<file path="config.mk">
export PLATFORM = sky130hd
export DESIGN_NAME = adc3664_spi_master
export DESIGN_NICKNAME = d
export VERILOG_FILES = /design/src/rtl/adc3664_spi_master_pkg.sv /design/src/rtl/adc3664_spi_clkgen.sv /design/src/rtl/adc3664_spi_master.sv
export SDC_FILE = /design/constraint.sdc
export NUM_CORES = 1
export LEC_CHECK = 0
export CORE_ASPECT_RATIO = 2
export CORE_MARGIN = 3
export CORE_UTILIZATION = 48
export CTS_CLUSTER_DIAMETER = 150
export CTS_CLUSTER_SIZE = 28
export DETAILED_ROUTE_END_ITERATION = 8
export GPL_TIMING_DRIVEN = 0
export PLACE_DENSITY_LB_ADDON = 0.25
export SLEW_MARGIN = 20
export SYNTH_ARGS = -nofsm -noshare
export SYNTH_HDL_FRONTEND = slang
export SYNTH_SLANG_ARGS = --single-unit
</file>
<file path="constraint.sdc">
create_clock -name Clk -period 2.5 [get_ports Clk]
set_input_delay 0.75 -clock Clk [delete_from_list [all_inputs] [get_ports Clk]]
set_output_delay 0.75 -clock Clk [all_outputs]
set_load 0.02 [all_outputs]
</file>
<file path="src/rtl/adc3664_spi_master_pkg.sv">
`default_nettype none
// ============================================================================
// Module   : adc3664_spi_master_pkg
// Purpose  : Shared frame geometry, state encoding and frame builder for the
//            ADC3664 SPI configuration master.
// Revision : 1.0 - initial release
// ============================================================================
package adc3664_spi_master_pkg;

    localparam int FRAME_BITS = 24;
    localparam int ADDR_BITS  = 12;
    localparam int DATA_BITS  = 8;
    localparam int BCNT_BITS  = 5;
    localparam int DIV_BITS   = 8;
    localparam logic RW_READ  = 1'b1;

    typedef enum logic [2:0] {
        ST_IDLE  = 3'd0,
        ST_LEAD  = 3'd1,
        ST_SHIFT = 3'd2,
        ST_TRAIL = 3'd3,
        ST_GAP   = 3'd4
    } state_t;

    // Assemble the on-wire frame: rw, three zero bits, address, data byte.
    // Read frames carry zeros in the data slot.
    function automatic logic [FRAME_BITS-1:0] build_frame(
        input logic                 rw,
        input logic [ADDR_BITS-1:0] addr,
        input logic [DATA_BITS-1:0] wdata
    );
        logic [DATA_BITS-1:0] payload;
        payload     = (rw == RW_READ) ? {DATA_BITS{1'b0}} : wdata;
        build_frame = {rw, 3'b000, addr, payload};
    endfunction

endpackage
`default_nettype wire

</file>
<file path="src/rtl/adc3664_spi_clkgen.sv">
`default_nettype none
// ============================================================================
// Module   : adc3664_spi_clkgen
// Purpose  : Half-period timer. Emits a tick every CLK_DIV enabled cycles and
//            splits it into rise/fall strobes according to the current SCLK.
// Revision : 1.0 - initial release
// ============================================================================
module adc3664_spi_clkgen
    import adc3664_spi_master_pkg::*;
#(
    parameter int CLK_DIV = 4
) (
    input  logic Clk,
    input  logic Reset_n,
    input  logic en,
    input  logic sclk,
    output logic tick,
    output logic rise,
    output logic fall
);

    localparam logic [DIV_BITS-1:0] c_reload = DIV_BITS'(CLK_DIV - 1);

    logic [DIV_BITS-1:0] r_cnt;

    // Count enabled cycles; restart from zero whenever disabled or at terminal count.
    always_ff @(posedge Clk or negedge Reset_n) begin
        if (!Reset_n) begin
            r_cnt <= '0;
        end else if (!en || (r_cnt == c_reload)) begin
            r_cnt <= '0;
        end else begin
            r_cnt <= r_cnt + 1'b1;
        end
    end

    assign tick = en && (r_cnt == c_reload);
    assign rise = tick && !sclk;
    assign fall = tick && sclk;

endmodule
`default_nettype wire

</file>
<file path="src/rtl/adc3664_spi_master.sv">
`default_nettype none
// ============================================================================
// Module   : adc3664_spi_master
// Purpose  : 24-bit 3-wire SPI master for ADC3664 register access. Writes
//            shift a full frame; reads turn SDIO around after the 16-bit
//            header and capture the returned byte into rdata.
// Revision : 1.0 - initial release
// ============================================================================
module adc3664_spi_master
    import adc3664_spi_master_pkg::*;
#(
    parameter int CLK_DIV = 4
) (
    input  logic                 Clk,
    input  logic                 Reset_n,
    input  logic                 start,
    input  logic                 rw,
    input  logic [ADDR_BITS-1:0] addr,
    input  logic [DATA_BITS-1:0] wdata,
    output logic                 busy,
    output logic                 done,
    output logic [DATA_BITS-1:0] rdata,
    output logic                 SCLK,
    output logic                 SEN,
    output logic                 SDIO_out,
    output logic                 SDIO_oe,
    input  logic                 SDIO_in
);

    state_t                  r_state,   w_state;
    logic [FRAME_BITS-1:0]   r_sreg,    w_sreg;
    logic [BCNT_BITS-1:0]    r_bit_cnt, w_bit_cnt;
    logic                    r_rw,      w_rw;
    logic                    r_sclk,    w_sclk;
    logic                    r_sen,     w_sen;
    logic                    r_oe,      w_oe;
    logic                    r_busy,    w_busy;
    logic                    r_done,    w_done;
    logic [DATA_BITS-1:0]    r_rdata,   w_rdata;

    logic [FRAME_BITS-1:0]   w_frame;
    logic                    w_cnt_en;
    logic                    w_tick;
    logic                    w_rise;
    logic                    w_fall;

    assign w_frame = build_frame(rw, addr, wdata);

    // The done cycle opens GAP with the timer held, so GAP spans done + CLK_DIV cycles.
    assign w_cnt_en = (r_state != ST_IDLE) && !r_done;

    adc3664_spi_clkgen #(
        .CLK_DIV (CLK_DIV)
    ) u_clkgen (
        .Clk     (Clk),
        .Reset_n (Reset_n),
        .en      (w_cnt_en),
        .sclk    (r_sclk),
        .tick    (w_tick),
        .rise    (w_rise),
        .fall    (w_fall)
    );

    // Register the frame state; reset aborts any frame without a done pulse.
    always_ff @(posedge Clk or negedge Reset_n) begin
        if (!Reset_n) begin
            r_state   <= ST_IDLE;
            r_sreg    <= '0;
            r_bit_cnt <= '0;
            r_rw      <= 1'b0;
            r_sclk    <= 1'b0;
            r_sen     <= 1'b1;
            r_oe      <= 1'b0;
            r_busy    <= 1'b0;
            r_done    <= 1'b0;
            r_rdata   <= '0;
        end else begin
            r_state   <= w_state;
            r_sreg    <= w_sreg;
            r_bit_cnt <= w_bit_cnt;
            r_rw      <= w_rw;
            r_sclk    <= w_sclk;
            r_sen     <= w_sen;
            r_oe      <= w_oe;
            r_busy    <= w_busy;
            r_done    <= w_done;
            r_rdata   <= w_rdata;
        end
    end

    // Next-state and next-output decode; SDIO only moves on SCLK falls.
    always_comb begin
        w_state   = r_state;
        w_sreg    = r_sreg;
        w_bit_cnt = r_bit_cnt;
        w_rw      = r_rw;
        w_sclk    = r_sclk;
        w_sen     = r_sen;
        w_oe      = r_oe;
        w_busy    = r_busy;
        w_done    = 1'b0;
        w_rdata   = r_rdata;

        case (r_state)
            ST_IDLE: begin
                if (start) begin
                    w_sreg    = w_frame;
                    w_rw      = rw;
                    w_bit_cnt = '0;
                    w_sclk    = 1'b0;
                    w_sen     = 1'b0;
                    w_oe      = 1'b1;
                    w_busy    = 1'b1;
                    w_state   = ST_LEAD;
                end
            end
            ST_LEAD: begin
                if (w_tick) begin
                    w_state = ST_SHIFT;
                end
            end
            ST_SHIFT: begin
                if (w_rise) begin
                    w_sclk    = 1'b1;
                    w_bit_cnt = r_bit_cnt + 1'b1;
                    // Rises 17..24 of a read carry the slave's byte, MSB first.
                    if ((r_rw == RW_READ) && (r_bit_cnt >= BCNT_BITS'(FRAME_BITS - DATA_BITS))) begin
                        w_rdata = {r_rdata[DATA_BITS-2:0], SDIO_in};
                    end
                end else if (w_fall) begin
                    w_sclk = 1'b0;
                    if (r_bit_cnt == BCNT_BITS'(FRAME_BITS)) begin
                        w_state = ST_TRAIL;
                    end else begin
                        w_sreg = {r_sreg[FRAME_BITS-2:0], 1'b0};
                        // Hand SDIO to the slave once the read header is out.
                        if ((r_rw == RW_READ) && (r_bit_cnt == BCNT_BITS'(FRAME_BITS - DATA_BITS))) begin
                            w_oe = 1'b0;
                        end
                    end
                end
            end
            ST_TRAIL: begin
                if (w_tick) begin
                    w_sen   = 1'b1;
                    w_oe    = 1'b0;
                    w_sreg  = '0;
                    w_done  = 1'b1;
                    w_state = ST_GAP;
                end
            end
            ST_GAP: begin
                if (w_tick) begin
                    w_busy  = 1'b0;
                    w_state = ST_IDLE;
                end
            end
            default: begin
                w_state = ST_IDLE;
            end
        endcase
    end

    assign busy     = r_busy;
    assign done     = r_done;
    assign rdata    = r_rdata;
    assign SCLK     = r_sclk;
    assign SEN      = r_sen;
    assign SDIO_out = r_sreg[FRAME_BITS-1];
    assign SDIO_oe  = r_oe;

endmodule
`default_nettype wire

</file>
==> summary.md <==
| Metric | Value |
|---|---|
| Outcome | finished clean |
| Congestion Overflow GR | 0 |
| Post-CTS Hold Fix Bufs | 0 |
| Synth area leaders | dfrtp_1 (50%), mux2_4 (8.6%), mux2_2 (6.4%) |
| Synth warn | 0 |
| Routed wire length per instance | roughly 17 um |
| Sequential element share of the synthesized area | between 50% and 60% |
| Worst Path Max Fanout | 6 |
| Flop-to-flop setup slack | about 0.024 ns |
| Crit path largest cell delay | around 0.52 ns |
| Core ar. | 0.005231 mm^2 |
| IO Count | 39 |
| Worst Max-Slew Pin Slew | roughly 0.73 ns |
| Initial antenna violation count | 0 |
| Worst VDD drop | 0.0005146 V |
| Switch Pwr | ~310 uW |
| Area grow syn2layout | 31.64% |
| Max_slew headroom | approximately half |
| Clock transition at path regs | 0.10 ns |
| Most frequent cells in the layout | dfrtp_1 (53), clkdlybuf4s50_1 (37), mux2_4 (23), a22o_1 (19), nor2_1 (17) |
| Worst-Skew Late Latency | approximately 0.31 ns |
| Yosys cell types | 44 |
| 1st-pass router iterations | 4 |
| WL final | 5654 um |
| Initial Utilization | between 50% and 60% |
| CTS root buffer | clkbuf_8 |
| Post-DP HPWL | around 3700 um |
| Mean Syn Cell Area | around 12 um^2 |
| Total track usage | approximately a fifth |
| Maxcap violations | 0 |
| Clock power frac | between 30% and 40% |
| Hold slack | 0.4703 ns |
| Critical Path Stages | 7 |
| Arr. time, crit path | approximately 2.7 ns |
| Layout cells sized above 1 | 24.82% |
| Switch share | around a fifth |
| Clock Path Buffers | 2 |
| Worst path top cell family by delay | simple AND/OR/NAND/NOR gates |
| First-pass GRT wire length | approximately 9600 um |
| # diodes | 0 |
| Nature of the critical path startpoint | flop |
| Worst EP required | around 2.7 ns |
| Int Pwr | about 1200 uW |
| Die Y | approximately 110 um |
| DRC | 0 |
| Part of the power in registers | between 50% and 60% |
| Yosys top cell by area | dfrtp_1 |
| Worst R2R Start | u_clkgen.r_cnt[1] |
| H-tree depth | 2 |
| Largest net degree at the start of global routing | 55 |
| Skew final | 0.007934 ns |
| Critical path's slowest cell | or4_4 |
| Commonest non-fill, non-tap cell in the layout | dfrtp_1 |
| Row count | 37 |
| Vias in the first global route | just over 2000 |
| WS Path Type | reg2reg |
| # setup viols final | 0 |
| Comb pwr share | between 4 and 5% |
| Post-Syn Nets | approximately 250 |
| TritonCTS clock tree | yes |
| Post-Syn Area | 0.002630 mm^2 |
| RSZ-0062 raised after global routing | true |
| Total number of vias | 1970 |
| Nets@finish | between 300 and 400 |
| Worst path bufs/invs | 2 |
| Filler cells | around 400 |
| Worst Setup End Kind | flop |
| Post-Syn Instances | around 220 |
| Clock buffer count from CTS | 5 |
| R2R depth | 7 |
| Max Freq | about 400 MHz |
| CTS sink count | 54 |
| Antenna-violating nets left | 0 |
| Reg2reg end | r_sreg[14] |
| Slew Limit Fails | 0 |
| Top cell type's share of synthesized area | between 50% and 60% |
| Final hold vios | 0 |
| Pleak | approximately 0.0017 uW |
| Placer Congestion | between 0.8 and 0.9 |
| Sum Neg Setup Slack | 0 ns |
| Starting DRT DRC Count | 95 |
| Via density | between 5 and 6 |
| Final worst path period need | around 2.5 ns |
| DIE AREA | roughly 0.0065 mm^2 |
| Yosys reg bits | 54 |
| Hold Crit Class | in2async |
| Period utilization | about 100% |
| CP cell instances | ha_4 > or3b_4 > or4_4 > a221o_1 > buf_6 > buf_16 > mux2_4 |
| Cell Pwr Density | between 400 and 500 mW/mm^2 |
| Die Width | 58.34 um |
| PortBufs | 38 |
-- power by group through the flow --
stage	clock (uW)	sequential [uW]	combinational, uW
after floorplan	0	899	15.6
after global placement	0	900	74.2
after detailed placement	0	900	74.1
after CTS	600	883	74.4
after global routing	632	884	80.2
final	579	883	72.9
-- per-stage QoR --
step,instances,area [um^2],power (uW),setup WS (ns),util [%]
after floorplan,219,2669,915.0,-0.08629,-
after global routing,340,3462,1596,-0.05660,66.18
after detailed placement,315,3119,974.3,-0.2645,59.63
after CTS,336,3383,1558,-0.01888,64.67
after global placement,315,3122,974.3,-0.9957,59.67
final,340,3462,1535,0.02372,66.18
-- cells in the mapped netlist --
library cell,instances
ha_1,3
mux2i_1,4
and2_1,1
clkbuf_1,7
nor4b_1,1
buf_6,3
and3_1,3
a211o_1,1
o21ai_1,1
xnor2_1,1
nand3_1,9
o311a_1,1
mux2_4,15
a2111oi_0,1
nor4_1,1
inv_1,10
o2bb2ai_1,1
a221oi_1,1
buf_2,1
nand4b_1,2
or4_1,3
o21ai_0,6
a221o_1,1
a22o_1,19
a21o_1,1
o31ai_1,3
a21oi_1,5
nand2_1,10
nor3_1,1
nor4_4,1
or4b_2,1
a311o_1,1
nor2_1,17
mux2_2,15
dfstp_2,1
o311ai_0,1
xor2_1,5
or3b_2,1
nand2b_1,2
o22ai_1,1
o22a_1,1
o211ai_1,2
nor2b_1,1
dfrtp_1,53
-- routing by layer --
layer	vias up	routed length, um	track usage, %
met3	12	229	3.263
met5	-	0	0
met1	976	2174	21.57
met4	0	138	9.598
met2	58	3110	32.26
li1	924	-	-
-- worst max path at each step --
stage,startpoint,to,slack [ns]
CTS,u_clkgen.r_cnt[5],r_sreg[16],-0.02
detailed placement,u_clkgen.r_cnt[0],rdata[4],-0.26
finish,u_clkgen.r_cnt[1],r_sreg[14],0.02
floorplan,u_clkgen.r_cnt[0],r_sreg[10],-0.09
global placement,Reset_n,r_sreg[14],-1.0
global route,u_clkgen.r_cnt[1],r_sreg[6],-0.06
-- registers in the layout, indices dropped and copies added (netlist names), 3 cells and up --
| signal | cells |
|---|---|
| u_clkgen.r_cnt | 8 |
| r_bit_cnt | 5 |
| rdata | 8 |
| r_state | 3 |
| r_sreg | 24 |
-- repair_timing --
action,4_1_cts,5_1_grt
resized for setup,8,9
setup buffers,14,4
pin swaps,5,4
cloned,1,1
setup endpoints to repair,35,32
hold endpoints to repair,0,0
-- worst reg2reg max path: stages (launching register included) --
cell and delay [ns]:
dfrtp_1 0.41, ha_4 0.15, or3b_4 0.38, or4_4 0.52, a221o_1 0.32, buf_6 0.16
buf_16 0.14, mux2_4 0.29
-- logic make-up after synthesis --
family / Yosys count / share of synthesized area [%]
simple gates: 54 / 11.04
flops: 54 / 51.43
compound gates: 47 / 13.70
mux: 34 / 16.51
buf+inv: 21 / 3.901
xor+xnor: 6 / 1.998
fa+ha+maj: 3 / 1.427
-- layout make-up --
type | instances | area [um^2] | area share (%)
flip-flops and latches | 54 | 1353 | 39.07
repair buffers | 58 | 580.6 | 16.77
multi-input cells | 144 | 1237 | 35.74
clock inverters | 2 | 37.54 | 1.084
plain buffers | 8 | 71.32 | 2.060
clock buffers | 6 | 72.57 | 2.096
inverters | 10 | 37.54 | 1.084
well taps | 58 | 72.57 | 2.096
(Power assumes the default switching activity.)
